===== src/rtl/rhs_cmd_sequencer.sv =====
// Command sequencer for rhs_spi_master: sweeps CONVERT over NUM_CH channels plus one
// auxiliary slot per sweep, fed from a host FIFO or filled with a dummy READ.
module rhs_cmd_sequencer #(
    parameter int NUM_CH         = 16,
    parameter int FIFO_DEPTH     = 8,
    parameter int GAP_CYCLES     = 4,
    parameter int TIMEOUT_CYCLES = 1024
) (
    input  logic                          clk,
    input  logic                          rstn,
    input  logic                          enable,
    input  logic                          cmd_valid,
    input  logic [31:0]                   cmd_data,
    output logic                          cmd_ready,
    output logic [$clog2(FIFO_DEPTH):0]   fifo_count,
    output logic                          spi_start,
    output logic [31:0]                   spi_data,
    input  logic                          spi_done,
    output logic [5:0]                    slot_tag,
    output logic                          sweep_done,
    output logic                          timeout_err,
    input  logic                          err_clr
);

    localparam int AW  = $clog2(FIFO_DEPTH);
    localparam int CW  = AW + 1;
    localparam int WDW = $clog2(TIMEOUT_CYCLES + 1);
    localparam int GW  = $clog2(GAP_CYCLES + 1);

    localparam logic [31:0] DUMMY_WORD = 32'hC0FF_0000;
    localparam logic [5:0]  AUX_SLOT   = 6'(NUM_CH);

    typedef enum logic [1:0] {S_IDLE, S_ISSUE, S_WAIT, S_GAP} state_e;

    function automatic logic [31:0] convert_word(input logic [5:0] ch);
        return {2'b00, 1'b0, 1'b0, 6'b0, ch, 16'h0000};
    endfunction

    state_e           state_q;
    logic [5:0]       slot_q;
    logic [31:0]      data_q;
    logic             start_q;
    logic             sweep_q;
    logic             terr_q;
    logic [WDW-1:0]   wdog_q;
    logic [GW-1:0]    gap_q;

    logic [31:0]      mem [FIFO_DEPTH];
    logic [AW-1:0]    wr_ptr_q;
    logic [AW-1:0]    rd_ptr_q;
    logic [CW-1:0]    count_q;
    logic [CW-1:0]    count_d;
    logic             ready_q;

    logic             gap_end;
    logic             load_next;
    logic             aux_load;
    logic             push;
    logic             pop;
    logic             timeout_hit;
    logic             frame_end;
    logic [5:0]       next_slot;
    logic [31:0]      next_word;

    // NOTE: every always_comb output is assigned on every path, so no latches are inferred.
    always_comb begin
        gap_end     = (state_q == S_GAP) && (gap_q == GW'(GAP_CYCLES - 1));
        next_slot   = (slot_q == AUX_SLOT) ? 6'd0 : slot_q + 6'd1;
        load_next   = gap_end && enable;
        aux_load    = load_next && (next_slot == AUX_SLOT);
        // Emptiness is judged on the registered count, i.e. before any same-cycle push.
        pop         = aux_load && (count_q != '0);
        push        = cmd_valid && ready_q;
        count_d     = count_q + CW'(push) - CW'(pop);
        timeout_hit = (state_q == S_WAIT) && !spi_done && (wdog_q == WDW'(TIMEOUT_CYCLES - 1));
        frame_end   = (state_q == S_WAIT) && (spi_done || timeout_hit);
        if (!aux_load)
            next_word = convert_word(next_slot);
        else if (count_q == '0)
            next_word = DUMMY_WORD;
        else
            next_word = mem[rd_ptr_q];
    end

    // NOTE: the FIFO storage has no reset; the pointers and count alone define its contents.
    always_ff @(posedge clk) begin
        if (push)
            mem[wr_ptr_q] <= cmd_data;
    end

    always_ff @(posedge clk or negedge rstn) begin
        if (!rstn) begin
            wr_ptr_q <= '0;
            rd_ptr_q <= '0;
            count_q  <= '0;
            ready_q  <= 1'b1;
        end else begin
            if (push)
                wr_ptr_q <= wr_ptr_q + AW'(1);
            if (pop)
                rd_ptr_q <= rd_ptr_q + AW'(1);
            count_q <= count_d;
            ready_q <= (count_d != CW'(FIFO_DEPTH));
        end
    end

    always_ff @(posedge clk or negedge rstn) begin
        if (!rstn) begin
            state_q <= S_IDLE;
            slot_q  <= '0;
            data_q  <= '0;
            start_q <= 1'b0;
            sweep_q <= 1'b0;
            terr_q  <= 1'b0;
            wdog_q  <= '0;
            gap_q   <= '0;
        end else begin
            start_q <= 1'b0;
            sweep_q <= 1'b0;
            if (err_clr)
                terr_q <= 1'b0;
            else if (timeout_hit)
                terr_q <= 1'b1;

            case (state_q)
                S_IDLE: begin
                    if (enable) begin
                        slot_q  <= '0;
                        data_q  <= convert_word(6'd0);
                        start_q <= 1'b1;
                        state_q <= S_ISSUE;
                    end
                end
                S_ISSUE: begin
                    // The start cycle itself is watchdog count 1.
                    wdog_q  <= WDW'(1);
                    state_q <= S_WAIT;
                end
                S_WAIT: begin
                    if (frame_end) begin
                        sweep_q <= (slot_q == AUX_SLOT);
                        gap_q   <= '0;
                        state_q <= S_GAP;
                    end else begin
                        wdog_q <= wdog_q + WDW'(1);
                    end
                end
                S_GAP: begin
                    if (load_next) begin
                        slot_q  <= next_slot;
                        data_q  <= next_word;
                        start_q <= 1'b1;
                        state_q <= S_ISSUE;
                    end else if (gap_end) begin
                        state_q <= S_IDLE;
                    end else begin
                        gap_q <= gap_q + GW'(1);
                    end
                end
                default: state_q <= S_IDLE;
            endcase
        end
    end

    assign cmd_ready   = ready_q;
    assign fifo_count  = count_q;
    assign spi_start   = start_q;
    assign spi_data    = data_q;
    assign slot_tag    = slot_q;
    assign sweep_done  = sweep_q;
    assign timeout_err = terr_q;

endmodule


===== config.mk =====
export PLATFORM = sky130hd
export DESIGN_NAME = rhs_cmd_sequencer
export DESIGN_NICKNAME = d
export VERILOG_FILES = /design/src/rtl/rhs_cmd_sequencer.sv
export SDC_FILE = /design/constraint.sdc
export NUM_CORES = 1
export LEC_CHECK = 0
export BUFFER_PORTS_ARGS = -buffer_cell sky130_fd_sc_hd__buf_2
export CAP_MARGIN = 20
export CORE_UTILIZATION = 50
export DETAILED_ROUTE_END_ITERATION = 16
export PLACE_DENSITY = 0.68
export SLEW_MARGIN = 25
export SYNTH_ARGS = -nofsm -noshare
export SYNTH_HDL_FRONTEND = slang
export SYNTH_SLANG_ARGS = --single-unit
export TNS_END_PERCENT = 30

===== constraint.sdc =====
create_clock -name clk -period 5.8 [get_ports clk]
set_input_delay 0.58 -clock clk [delete_from_list [all_inputs] [get_ports clk]]
set_output_delay 0.58 -clock clk [all_outputs]
set_load 0.02 [all_outputs]

==> results.txt <==
drt total wl: 25,200 microns
ys flop type: edfxtp_1
Post-Syn Area: 12,800 sq um
Initial Utilization: 50.8%
Max Freq: 224 MHz
IO Count: 84
Overflow after GRT: 0
post-cts resize count: 0
Syn-to-layout area delta: 15.8%
Final setup viols: 0
row cnt: 58
Cell Pwr Density: 403 nW/um^2
Post-CTS Hold Fix Bufs: 0
Post-synth EDFFs: 256
Async S/R FF share, synth: 21.0%
H-tree depth: 2
post-detail-place hpwl: 14,200 microns
critical path class: reg2reg
Worst Path Required: 6.21 ns
1st-iter DRT viols: 617
PortBufs: 83
crit end category: flip-flop
maximum VDD drop: 0.000267 V
outcome: finished, final reports clean
most frequent cells in the layout: 256 x edfxtp_1, 82 x buf_2, 64 x mux4_2, 64 x dfrtp_1, 49 x nand2_1
Final Util: 58.9%
Setup crit start kind: flip-flop
Reg2Reg Launch Point: slot_tag[0]
first-pass GRT wire length: 39,300 microns
total CTS buffers: 34
fin nets: 845
biggest area contributors in the synthesized netlist: edfxtp_1 60%, dfrtp_1 13%, mux4_2 11%
Hold WC Path Type: in2async
max cap viols: 0
RD Place Congestion: 0.845
R2R depth: 14
Max Transition Viols Final: 0
leakage power: 5.29 nW
CTS tree: built
final instance area: 14,800 sq um
worst endpoint data arrival time: 4.87 ns
largest net degree at the start of global routing: 69
total setup buffers inserted after CTS: 0
R2R setup slack: 1.34 ns
Die ar.: 26,200 sq um
setup TNS: 0 ns
post-synthesis sequential area ratio: 73.5%
Yosys cell types: 50
wire length per cell: 22.0 microns
RSZ-0062 raised after global routing: no
DR vias: 6,585
crit share post-route: 76.9%
commonest non-fill, non-tap cell in the layout: edfxtp_1
routed vias/inst: 5.75
Sink Count: 324
Yosys reg bits: 324
total global-route track usage: 20.1%
Synth Warn #: 0
layout cells sized above 1: 28.6%
post-synth top area share: 60.2%
CTS max path bufs: 3
Worst-Skew Late Latency: 0.50 ns
initial antenna violation count: 3
critical path endpoint: cmd_ready
Placement Cell Area: 13,600 sq um
die height: 162 microns
die width: 162 microns
DRC Markers: 0
worst flop-to-flop path endpoint: cmd_ready
Reg clk slew, reported paths: 0.06 ns
Post-Syn Instances: 687
Pre-antenna DRT Iters: 5
Avg Cell Area, Syn: 18.6 sq um
core area: 25,100 sq um
Critical Path Fanout Max: 25
Worst Max-Slew Pin Slew: 0.782 ns
Routed Antenna Nets: 0
Hold Vio Cnt, Final: 0
fin crit period: 4.46 ns
CTS Root Cell: clkbuf_16
Slew HR: 47.9%
crit path from: slot_tag[0]
vias in the first global route: 6,952
Clock Skew: 0.0132 ns
syn nets: 743
Yosys top cell by area: edfxtp_1
==> worst min path at each step <==
stage / startpoint / end / slack, ns / cells after the start
after floorplan: rstn / fifo_count[0] / 0.28 / 0
after global placement: spi_data[1] / spi_data[1] / 0.47 / 2
after detailed placement: spi_data[1] / spi_data[1] / 0.47 / 2
after CTS: err_clr / timeout_err / 0.22 / 2
after global routing: rstn / spi_data[0] / 0.15 / 1
final: rstn / spi_data[21] / 0.09 / 1
==> report_power, final <==
part           internal (mW)  switching [mW]  leakage [nW]  total, mW
Clock                   1.36           0.836         0.570       2.20
Combinational          0.276           0.533          1.49      0.809
Sequential              2.84           0.114          3.24       2.95
==> registers in the layout, indices dropped and copies added, names as in the netlist, 2 cells and up <==
signal,cells
rd_ptr_q,3
slot_tag,6
state_q,2
wr_ptr_q,3
wdog_q,11
mem,256
fifo_count,4
gap_q,3
spi_data,32
==> cell families (layout without fill, tap and decap cells) <==
kind of cell               Yosys count  after routing  share of synthesized area (%)
adders and majority gates           18             18                           1.82
buffers and inverters               51            178                           1.70
and+or+nand+nor                    108            108                           4.12
DFF                                324            324                           73.5
xor gates and xnor gates            13             13                          0.892
AOI/OAI and AO/OA                   73             73                           3.77
muxes                              100            100                           14.2
other                                0              1                              0
==> synthesized netlist by cell type, types with 10 or more instances <==
| cell type | instances |
|---|---|
| mux2i_1 | 32 |
| mux4_2 | 64 |
| edfxtp_1 | 256 |
| a21oi_1 | 11 |
| o21ai_1 | 18 |
| a22o_1 | 10 |
| buf_2 | 17 |
| inv_1 | 20 |
| nand2_1 | 49 |
| o21ai_0 | 15 |
| clkbuf_1 | 10 |
| ha_1 | 17 |
| nor2_1 | 14 |
| dfrtp_1 | 67 |
==> critical path, stage by stage (launching register included) <==
cell and delay [ns]:
dfrtp_1 0.48, inv_1 0.10, ha_1 0.37, or4_4 0.58
a2111oi_4 0.31, buf_4 0.25, nand2_2 0.41, inv_1 0.17
ha_1 0.24, inv_1 0.06, ha_1 0.16, inv_1 0.05
fa_1 0.48, inv_1 0.05, or4b_2 0.66
==> stage by stage <==
step | std cells | hold slack (ns) | total power [mW] | setup WS [ns]
after floorplan | 687 | 0.284 | 3.49 | 1.44
final | 1145 | 0.0852 | 5.96 | 1.34
after detailed placement | 1083 | 0.475 | 3.83 | 1.36
after CTS | 1144 | 0.218 | 6.02 | 1.33
after global placement | 1083 | 0.466 | 3.75 | 1.51
after global routing | 1144 | 0.152 | 6.20 | 1.17
==> final cells by class <==
| type | count | area [sq um] |
|---|---|---|
| fill | 1877 | 10300 |
| antenna | 1 | 2.50 |
| clock buffer | 51 | 1030 |
| sequential | 324 | 9400 |
| inverter | 20 | 75.1 |
| timing repair buffer | 97 | 527 |
| multi-input combinational | 312 | 3210 |
| clock inverter | 10 | 128 |
| tap | 330 | 413 |
==> routing by layer <==
| layer | GRT usage [%] | part of all wire (%) |
|---|---|---|
| met5 | 0 | 0.091 |
| met4 | 5.75 | 2.0 |
| met3 | 4.09 | 6.1 |
| met2 | 33.1 | 49 |
| met1 | 27.2 | 43 |
(Power assumes the default switching activity.)
